$ cat src/rtl/taillight_pkg.sv
// Shared definitions for the taillight front end and sequencer: mode codes,
// switch bit positions and the switch-to-mode priority decode.
package taillight_pkg;

  localparam int MODE_W = 3;

  typedef enum logic [MODE_W-1:0] {
    IDLE      = 3'd0,
    HZRD      = 3'd1,
    SIG_L     = 3'd2,
    SIG_R     = 3'd3,
    BRK       = 3'd4,
    BRK_SIG_L = 3'd5,
    BRK_SIG_R = 3'd6
  } mode_e;

  localparam int HZRD_BIT = 0;
  localparam int TURN_BIT = 1;
  localparam int BRK_BIT  = 2;

  // Hazard overrides everything; brake combines with turn; dir=1 means left.
  function automatic mode_e decode_mode(input logic [2:0] sw, input logic dir);
    mode_e m;
    if (sw[HZRD_BIT])                      m = HZRD;
    else if (sw[BRK_BIT] && sw[TURN_BIT])  m = dir ? BRK_SIG_L : BRK_SIG_R;
    else if (sw[BRK_BIT])                  m = BRK;
    else if (sw[TURN_BIT])                 m = dir ? SIG_L : SIG_R;
    else                                   m = IDLE;
    return m;
  endfunction

endpackage

$ cat src/rtl/taillight_input_conditioner_debounce_bit.sv
// Single-bit debouncer: the stable value follows the synced input only after
// DEBOUNCE_CYCLES consecutive differing cycles. TAILLIGHT_DEBOUNCE_BYPASS_EN passes it straight through.
module debounce_bit #(
  parameter int DEBOUNCE_CYCLES = 200000
) (
  input  logic clk_i,
  input  logic rst_ni,
  input  logic sync_i,
  output logic stable_o
);

`ifdef TAILLIGHT_DEBOUNCE_BYPASS_EN
  assign stable_o = sync_i;
`else
  localparam int CNT_W = $clog2(DEBOUNCE_CYCLES);

  logic [CNT_W-1:0] cnt_q, cnt_d;
  logic             stable_q, stable_d;

  always_comb begin
    cnt_d    = '0;
    stable_d = stable_q;
    if (sync_i != stable_q) begin
      // The count reaches DEBOUNCE_CYCLES-1 during the last required differing cycle.
      if (cnt_q == CNT_W'(DEBOUNCE_CYCLES - 1)) begin
        stable_d = sync_i;
      end else begin
        cnt_d = cnt_q + 1'b1;
      end
    end
  end

  always_ff @(posedge clk_i or negedge rst_ni) begin
    if (!rst_ni) begin
      cnt_q    <= '0;
      stable_q <= 1'b0;
    end else begin
      cnt_q    <= cnt_d;
      stable_q <= stable_d;
    end
  end

  assign stable_o = stable_q;
`endif

endmodule

$ cat src/rtl/taillight_input_conditioner.sv
// Taillight front end: sync + debounce of SW[2:0]/KEY[1], registered mode request
// and the pattern step tick. Honours TAILLIGHT_DEBOUNCE_BYPASS_EN via debounce_bit.
module taillight_input_conditioner
  import taillight_pkg::*;
#(
  parameter int DEBOUNCE_CYCLES = 200000,
  parameter int STEP_CYCLES     = 1000000
) (
  input  logic              ADC_CLK_10,
  input  logic              reset_n,
  input  logic [2:0]        sw_raw,
  input  logic              dir_raw,
  output logic [MODE_W-1:0] mode,
  output logic              mode_chg,
  output logic              step
);

  localparam int STEP_W = $clog2(STEP_CYCLES);

  logic [3:0]        sync1_q, sync2_q;
  logic [3:0]        stable_w;
  logic [MODE_W-1:0] mode_q, mode_d;
  logic              chg_q, chg_d;
  logic              step_q, step_d;
  logic [STEP_W-1:0] cnt_q, cnt_d;

  // Bit 3 carries the direction key alongside the three switches.
  always_ff @(posedge ADC_CLK_10 or negedge reset_n) begin
    if (!reset_n) begin
      sync1_q <= '0;
      sync2_q <= '0;
    end else begin
      sync1_q <= {dir_raw, sw_raw};
      sync2_q <= sync1_q;
    end
  end

  for (genvar i = 0; i < 4; i++) begin : g_db
    debounce_bit #(
      .DEBOUNCE_CYCLES(DEBOUNCE_CYCLES)
    ) u_db (
      .clk_i   (ADC_CLK_10),
      .rst_ni  (reset_n),
      .sync_i  (sync2_q[i]),
      .stable_o(stable_w[i])
    );
  end

  always_comb begin
    mode_d = decode_mode(stable_w[2:0], stable_w[3]);
    chg_d  = (mode_d != mode_q);
    cnt_d  = cnt_q + 1'b1;
    step_d = 1'b0;
    // A mode change restarts the period and suppresses any coincident wrap.
    if (chg_d) begin
      cnt_d = '0;
    end else if (cnt_q == STEP_W'(STEP_CYCLES - 1)) begin
      cnt_d  = '0;
      step_d = 1'b1;
    end
  end

  always_ff @(posedge ADC_CLK_10 or negedge reset_n) begin
    if (!reset_n) begin
      mode_q <= IDLE;
      chg_q  <= 1'b0;
      step_q <= 1'b0;
      cnt_q  <= '0;
    end else begin
      mode_q <= mode_d;
      chg_q  <= chg_d;
      step_q <= step_d;
      cnt_q  <= cnt_d;
    end
  end

  assign mode     = mode_q;
  assign mode_chg = chg_q;
  assign step     = step_q;

endmodule

$ cat config.mk
export PLATFORM = sky130hd
export DESIGN_NAME = taillight_input_conditioner
export DESIGN_NICKNAME = d
export VERILOG_FILES = /design/src/rtl/taillight_pkg.sv /design/src/rtl/taillight_input_conditioner_debounce_bit.sv /design/src/rtl/taillight_input_conditioner.sv
export SDC_FILE = /design/constraint.sdc
export NUM_CORES = 1
export LEC_CHECK = 0
export CAP_MARGIN = 40
export CORE_MARGIN = 2
export CORE_UTILIZATION = 45
export CTS_CLUSTER_SIZE = 16
export DETAILED_ROUTE_END_ITERATION = 7
export SLEW_MARGIN = 20
export SYNTH_ARGS = -nofsm -noshare
export SYNTH_HDL_FRONTEND = slang
export SYNTH_SLANG_ARGS = --single-unit
$ cat constraint.sdc
create_clock -name ADC_CLK_10 -period 2.19 [get_ports ADC_CLK_10]
set_clock_uncertainty 0.15 [all_clocks]
set_input_delay 0.3285 -clock ADC_CLK_10 [delete_from_list [all_inputs] [get_ports ADC_CLK_10]]
set_output_delay 0.3285 -clock ADC_CLK_10 [all_outputs]
set_load 0.005 [all_outputs]
# After elaboration in Yosys (flattened, before gate mapping)
# Index checks and enable logic that the tools add are counted.
[totals]
ff_bits = 109
in_bits = 6
[op_classes]
n_reduce_logical = 5
n_addsub = 5
muxes = 18
eq_ne = 10
[ops]
columns = ["operator", "n"]
rows = [
  ["18-bit 2-to-1 mux", 8],
  ["18-bit by 1-bit adder with 18-bit output (second input constant)", 4],
  ["18-bit equality test (second input constant)", 4],
  ["20-bit 2-to-1 mux", 2],
  ["20-bit by 1-bit adder with 20-bit output (second input constant)", 1],
  ["20-bit equality test (second input constant)", 1],
  ["3-bit 2-to-1 mux", 3],
  ["2-bit AND reduction", 4],
  ["2-bit 2-to-1 mux", 2],
  ["1-bit != test", 4],
  ["1-bit 2-to-1 mux", 3],
  ["3-bit != test", 1],
  ["1-bit logical AND", 1],
]

# Longest topological paths before layout
# Gate-level depths: netlist of the first run.
[logic_depth]
word_depth = 7
mapped_depth = 8
ltp_nobuf = 6

# By module
# From an unflattened synthesis of the first run, not the netlist that was laid out.
[hier_totals]
hier_cells = 527
hier_area_um2 = 5365.1
[by_module_without_submodules]
columns = ["mod", "n_inst", "area_each_um2", "cells_each"]
rows = [
  ["debounce_bit", 4, 987.2, 99],
  ["taillight_input_conditioner", 1, 1416.4, 131],
]

# Worst setup path before layout of the first run
# Ideal clock, no wire load.
[synth_timing]
path_type = "register to register"
start = "register g_db[3].u_db.cnt_q[13]"
end = "register g_db[3].u_db.cnt_q[12]"
t_required_ns = 1.921
t_arrival_ns = 1.670
setup_time_ns = 0.119
path_stages_with_launch = 8
setup_slack_ns = 0.252
period_less_slack_ns = 1.938
path_buffers = 2
cell_sequence = "dfrtp_1 > or4b_1 > nor4_1 > and3_1 > or2_1 > buf_6 > buf_12 > nor2_1"
[synth_between]
elab_chain_len = 3
[synth_rtl]
columns = ["element", "line_no", "rtl"]
rows = [
  ["from (decl)", "taillight_input_conditioner_debounce_bit.sv:17", "logic [CNT_W-1:0] cnt_q, cnt_d;"],
  ["from (signal assigned)", "taillight_input_conditioner_debounce_bit.sv:38", "cnt_q <= cnt_d;"],
  ["18-bit equality test", "taillight_input_conditioner_debounce_bit.sv:25", "if (cnt_q == CNT_W'(DEBOUNCE_CYCLES - 1)) begin"],
  ["18-bit 2-to-1 mux", "taillight_input_conditioner_debounce_bit.sv:25", ""],
  ["18-bit 2-to-1 mux", "taillight_input_conditioner_debounce_bit.sv:23", "if (sync_i != stable_q) begin"],
  ["net g_db[3].u_db.cnt_d[12]", "taillight_input_conditioner_debounce_bit.sv:17", ""],
]
# The timed path passes the listed nets, and every way through them passes these cells.
# A chain may end at the register's enable or synchronous reset.

# Worst setup path after layout of the first run
[layout_timing]
start = "register g_db[3].u_db.cnt_q[13]"
end = "register g_db[3].u_db.cnt_q[13]"
[layout_between]
elab_chain_len = 3
word_cells_on_any_way = 4
classes_between = "1 x add/sub; 1 x eq/ne; 2 x mux"
[layout_rtl]
columns = ["element", "line_no"]
rows = [
  ["18-bit by 1-bit adder with 18-bit output or 18-bit equality test (tied branches)", "taillight_input_conditioner_debounce_bit.sv:28, taillight_input_conditioner_debounce_bit.sv:25"],
  ["18-bit 2-to-1 mux (*)", "taillight_input_conditioner_debounce_bit.sv:25"],
  ["18-bit 2-to-1 mux (*)", "taillight_input_conditioner_debounce_bit.sv:23"],
  ["net g_db[3].u_db.cnt_d[13]", "taillight_input_conditioner_debounce_bit.sv:17"],
]
# Mark *: on every way through the listed nets, which the timed path passes. The rest lies on a longest branch.

==> results of run 1 <==
[final timing paths]
path / startpoint / endpoint / slack (ps) / cells past startpoint
setup / recovery: g_db[3].u_db.cnt_q[13] / g_db[3].u_db.cnt_q[13] / 190 / 6
hold reg to reg: sync1_q[3] / sync2_q[3] / 200 / 0
hold / removal: sync1_q[3] / sync2_q[3] / 200 / 0
setup reg to reg: g_db[3].u_db.cnt_q[13] / g_db[3].u_db.cnt_q[13] / 190 / 6
min in group asynchronous: reset_n / g_db[2].u_db.cnt_q[12] / 360 / 2
max in group asynchronous: reset_n / g_db[3].u_db.cnt_q[2] / 900 / 3
[kinds of logic (layout without fill, tap and decap cells)]
family	Yosys count	count (layout)	synth area share [%]
adders and majority gates	5	5	1.23
muxes	4	4	0.886
AOI/OAI and AO/OA	6	6	0.837
and+or+nand+nor	259	259	25.2
xor gates and xnor gates	89	89	15.3
DFF	109	109	53.7
buffers and inverters	25	45	2.81
[state kept, by name, indices dropped and copies added, names as in the netlist]
register	flops
mode_chg	1
sync2_q	4
mode	3
cnt_q	20
sync1_q	4
g_db.u_db.cnt_q	72
g_db.u_db.stable_o	4
step	1
[per-stage QoR]
step	std cells	hold slack, ps	util [%]	cell area (µm²)
5_1_grt	657	208	51.6	5640
2_1_floorplan	497	-117	-	5080
3_5_place_dp	640	189	48.9	5340
4_1_cts	657	205	51.5	5640
3_3_place_gp	640	187	48.9	5340
6_report	657	203	51.6	5640
[final cells by class]
type	instances	area [µm²]	share of cell area [%]
sequential	109	2730	48.4
inverter	11	41.3	0.732
clock buffer	9	225	3.99
clock inverter	7	57.6	1.02
timing repair buffer	18	198	3.51
tap	140	175	3.11
multi-input combinational	363	2210	39.3
[cells in the final DEF (no fill, tap or decap), drive strengths merged]
cell,n
nand2b,2
nand3,37
or2,5
clkinv,2
clkdlybuf4s50,9
o211ai,1
xnor2,39
nor2,112
or4b,2
a21oi,3
and2,2
clkinvlp,2
dfrtp,109
a211o,1
nor4,3
buf,8
nand2,29
clkbuf,9
nand3b,1
nand4,21
and3,11
nor2b,4
ha,5
dlygate4sd3,1
and4,11
and4bb,1
nor3,10
inv,14
nor4bb,3
or3b,1
mux2,4
nor4b,4
xor2,50
a21o,1
[routing by layer]
layer  share of wire [%]  wire [µm]  vias to the layer above  track usage, %
met5                   0          0                        -               0
met4                 1.5        123                        0            6.43
met3                 2.9        238                       10            4.17
met2                  46       3810                       34            24.3
met1                  50       4110                     1586            19.9
li1                    -          -                     1681               -
[power groups by stage]
stage / clock [µW] / combinational [µW] / sequential, µW
2_1_floorplan: 0 / 60.3 / 2090
5_1_grt: 1680 / 136 / 2060
3_5_place_dp: 0 / 120 / 2100
3_3_place_gp: 0 / 117 / 2100
6_report: 1530 / 116 / 2060
4_1_cts: 1600 / 122 / 2060
[timing repair]
action / 4_1_cts / 5_1_grt
gates resized for setup: 0 / 1
endpoints found under the setup margin: 0 / 5
hold endpoints to repair: 39 / 0
hold buffers: 1 / 0
==> out/results.txt, run 1 <==
min setup slack post-route = 193 ps
Netlist cell types = 39
crit-path max FO = 18
Lkg Pwr = 0.00245 µW
CP bufs+invs = 1
drt drc = 0
Arrival @ worst endpoint = 2080 ps
critical path class = flop to flop
gr usage total = 15.3%
post-synthesis async set-or-reset flop share = 100%
Primary FF master, synth = dfrtp_1
Core Rows = 38
Worst-Skew Late Latency = 340 ps
Worst Hold Class = flop to flop
Hold Fails Final Rpt = 0
Slew HR = 63.8%
nets@finish = 523
antenna violations before repair = 0
DP HPWL = 5590 µm
I/O Pins = 11
Slowest cell on crit path = or4b_1
post-DR wirelength/cell = 12.6 µm
Area Growth Syn to Fin = 11.0%
PwrDens = 657 mW/mm²
post-synthesis sequential area ratio = 53.7%
worst slack after detailed placement = 106 ps
leading area contributor after synthesis = dfrtp_1
crit path launch type = flop
Final setup viols = 0
vias in the first global route = 3223
CP cell instances = or4b_1, nor4_1, and3_1, or2_1, buf_12, nor2_1
status = completed
via/cell ratio = 5.04
Reg power frac = 55.6%
Die Ht = 110 µm
final slew viol count = 0
share of the synthesized area in the top cell type = 53.7%
final setup TNS = 0 ps
core area = 0.0109 mm²
fillers = 975
syn nets = 508
Mapped Area = 0.00508 mm²
share of cells above drive strength 1 = 7.54%
critical path's top delay family = simple AND/OR/NAND/NOR gates
clock root buffer master = clkbuf_16
TritonCTS Buffers = 9
Via Count = 3311
Sw Share = 22.7%
Final period util = 91.2%
top-count cell post-synth = nor2_1
achievable clock frequency = 501 MHz
Post-Route WL = 8280 µm
clk slew on worst S/H paths = 70 ps
initial core utilization = 46.5%
Setup Fix Bufs, Post-CTS = 0
Post-synth EDFFs = 0
first-pass GRT wire length = 14600 µm
Synth Area per Inst = 10.2 µm²
Port Buffers = 10
Yosys reg bits = 109
number of nets still failing antenna checks after routing = 0
Die W = 110 µm
Sink Count = 109
synth cell count leaders = nor2_1 (112), dfrtp_1 (109), xor2_1 (50)
largest net degree at the start of global routing = 48
RSZ-0062 raised after global routing = no
Max VDD drop = 0.000480 V
Max Root-Sink Buffers = 2
CTS HTree Levels = 3
gate count after technology mapping = 497
Synthesis Warnings = 0
Synth area leaders = dfrtp_1 (54%), xor2_1 (8.6%), nor2_1 (8.3%)
Comb power frac = 3.1%
ant diodes = 0
max-cap violations = 0
endpoint kind of the worst setup timing path = flop
Worst EP required = 2270 ps
TritonRoute pass-1 iters = 4
crit-path max cell delay = 520 ps
P_int = 2860 µW
min cycle time layout = 2000 ps
Clk pwr share = 41.3%
Least-Margin Pin Slew = 543 ps
DR iter-0 viols = 170
die area = 0.0122 mm²
grt ovf = 0
routability cong. = 0.774
Switch Pwr = 840 µW
CTS tree = done
Design Power = 3700 µW
Power figures use the tool's default switching activity.
==> run 2: changes to the inputs <==
- SYNTH_HIERARCHICAL: default -> 1
==> out/results.txt, run 2 <==
Die W = 113 µm
commonest non-fill, non-tap cell in the layout = dfrtp_1
TritonRoute pass-1 iters = 6
core area = 0.0115 mm²
crit path launch type = flop
Synth area leaders = dfrtp_1 (51%), xnor2_1 (11%), nor2_1 (7.5%)
CP cell instances = ha_1, and4_1, nand2_1, nor4_1, a211o_1, buf_4, nor2_1
share of cells above drive strength 1 = 9.16%
most frequent cells in the layout = dfrtp_1 (109), nor2_1 (107), xnor2_1 (65), nand4_1 (33), nand2_1 (29)
CTS HTree Levels = 3
final slew viol count = 0
Slew HR = 62.2%
crit-path max FO = 11
die area = 0.0128 mm²
post-synthesis sequential area ratio = 50.8%
worst slack after detailed placement = 187 ps
max reg flops = 72
crit-path max cell delay = 390 ps
leading area contributor after synthesis = dfrtp_1
Netlist cell types = 32
Hold Fails Final Rpt = 0
Lkg Pwr = 0.00234 µW
violated checks = design-rule violations
vias in the first global route = 3769
first-pass GRT wire length = 17100 µm
Primary FF master, synth = dfrtp_1
clock root buffer master = clkbuf_16
gate count after technology mapping = 527
critical path class = flop to flop
achievable clock frequency = 507 MHz
via/cell ratio = 5.33
min cycle time layout = 1970 ps
RSZ-0062 raised after global routing = no
TritonCTS Buffers = 9
Final setup viols = 0
DR iter-0 viols = 245
Synthesis Warnings = 6
Area Growth Syn to Fin = 11.7%
final setup TNS = 0 ps
syn nets = 538
post-DR wirelength/cell = 13.4 µm
share of the synthesized area in the top cell type = 50.8%
Mapped Area = 0.00537 mm²
nets@finish = 563
status = complete, but fails checks
Worst-Skew Late Latency = 360 ps
gr usage total = 16.4%
PwrDens = 662 mW/mm²
synth cell count leaders = dfrtp_1 (109), nor2_1 (107), xnor2_1 (65)
Least-Margin Pin Slew = 566 ps
Max VDD drop = 0.000548 V
ant diodes = 0
Post-synth EDFFs = 0
Final period util = 90.1%
top flop regs = g_db.u_db/cnt_q x72, cnt_q x20
drt drc = 1
CP bufs+invs = 1
Sink Count = 109
Die Ht = 113 µm
initial core utilization = 46.6%
Slowest cell on crit path = dfrtp_1
DP HPWL = 6490 µm
Port Buffers = 10
max-cap violations = 0
Via Count = 3734
CTS tree = done
Core Rows = 39
Post-Route WL = 9380 µm
antenna violations before repair = 0
largest net degree at the start of global routing = 110
clk slew on worst S/H paths = 70 ps
post-synthesis async set-or-reset flop share = 100%
routability cong. = 0.833
Synth Area per Inst = 10.2 µm²
Worst Hold Class = flop to flop
grt ovf = 0
Arrival @ worst endpoint = 2070 ps
Max Root-Sink Buffers = 2
Yosys reg bits = 109
number of nets still failing antenna checks after routing = 0
top-count cell post-synth = dfrtp_1
Setup Fix Bufs, Post-CTS = 0
Worst EP required = 2290 ps
I/O Pins = 11
endpoint kind of the worst setup timing path = flop
Most flops, register = g_db.u_db/cnt_q
min setup slack post-route = 217 ps
critical path's top delay family = simple AND/OR/NAND/NOR gates
run 2: cell types whose count changed after synthesis, sizes merged, moves of 5 or more:
cell,previous run,this run
xor2,50,20
and4,11,1
nand3,37,26
nor4,3,31
nand4,21,33
inv,11,19
xnor2,39,65
nor2,112,107
and3,11,4
nor3,10,24
run 2: path summary, 6_finish.rpt:
| check | start | end | slack, ps | depth (start not counted) |
|---|---|---|---|---|
| min in group asynchronous | reset_n | g_db[0].u_db/cnt_q[5] | 430 | 3 |
| max in group asynchronous | reset_n | g_db[3].u_db/cnt_q[7] | 1030 | 3 |
| max | cnt_q[0] | cnt_q[19] | 220 | 7 |
| min reg2reg | sync1_q[2] | sync2_q[2] | 200 | 0 |
| min | sync1_q[2] | sync2_q[2] | 200 | 0 |
| max reg2reg | cnt_q[0] | cnt_q[19] | 220 | 7 |
run 2: power by group:
| group | total [µW] | internal, µW | switching, µW |
|---|---|---|---|
| Sequential | 2060 | 2040 | 26.0 |
| Clock | 1790 | 1020 | 763 |
| Combinational | 122 | 41.5 | 80.7 |
| Total | 3970 | 3100 | 870 |
run 2: cell families (layout without fill, tap and decap cells):
group / after synthesis / count (layout) / share of synthesized area (%)
flops: 109 / 109 / 50.8
buf+inv: 25 / 55 / 2.59
xor+xnor: 85 / 85 / 13.9
fa+ha+maj: 5 / 5 / 1.17
compound gates: 18 / 18 / 3.40
mux: 4 / 4 / 0.839
simple gates: 281 / 281 / 27.3
run 2: cell type report:
class | count | area [µm²]
repair buffers | 20 | 188
clock buffers | 9 | 225
well taps | 143 | 179
multi-input cells | 393 | 2500
inverters | 19 | 71.3
fillers | 1036 | 5520
flip-flops and latches | 109 | 2730
clock inverters | 7 | 105
run 2: what timing repair did:
action | CTS | global route
resized for setup | 0 | 0
hold endpoints to repair | 109 | 0
hold buffers | 1 | 0
run 2: per-layer routing:
layer	global-route usage [%]	vias to the layer above	wire length (µm)
li1	-	1882	-
met1	21.2	1809	4570
met2	26.5	38	4410
met3	5.46	5	308
met4	4.55	0	91
met5	0	-	0
run 2: stage by stage:
stage / cells / hold slack, ps / area (µm²) / util (%) / power, µW
after global routing: 700 / 198 / 5990 / 52.1 / 4140
after global placement: 683 / 183 / 5650 / 49.1 / 2220
after floorplan: 527 / -117 / 5370 / - / 2160
after CTS: 700 / 200 / 5990 / 52.1 / 4040
after detailed placement: 683 / 186 / 5650 / 49.1 / 2230
final: 700 / 203 / 5990 / 52.1 / 3970
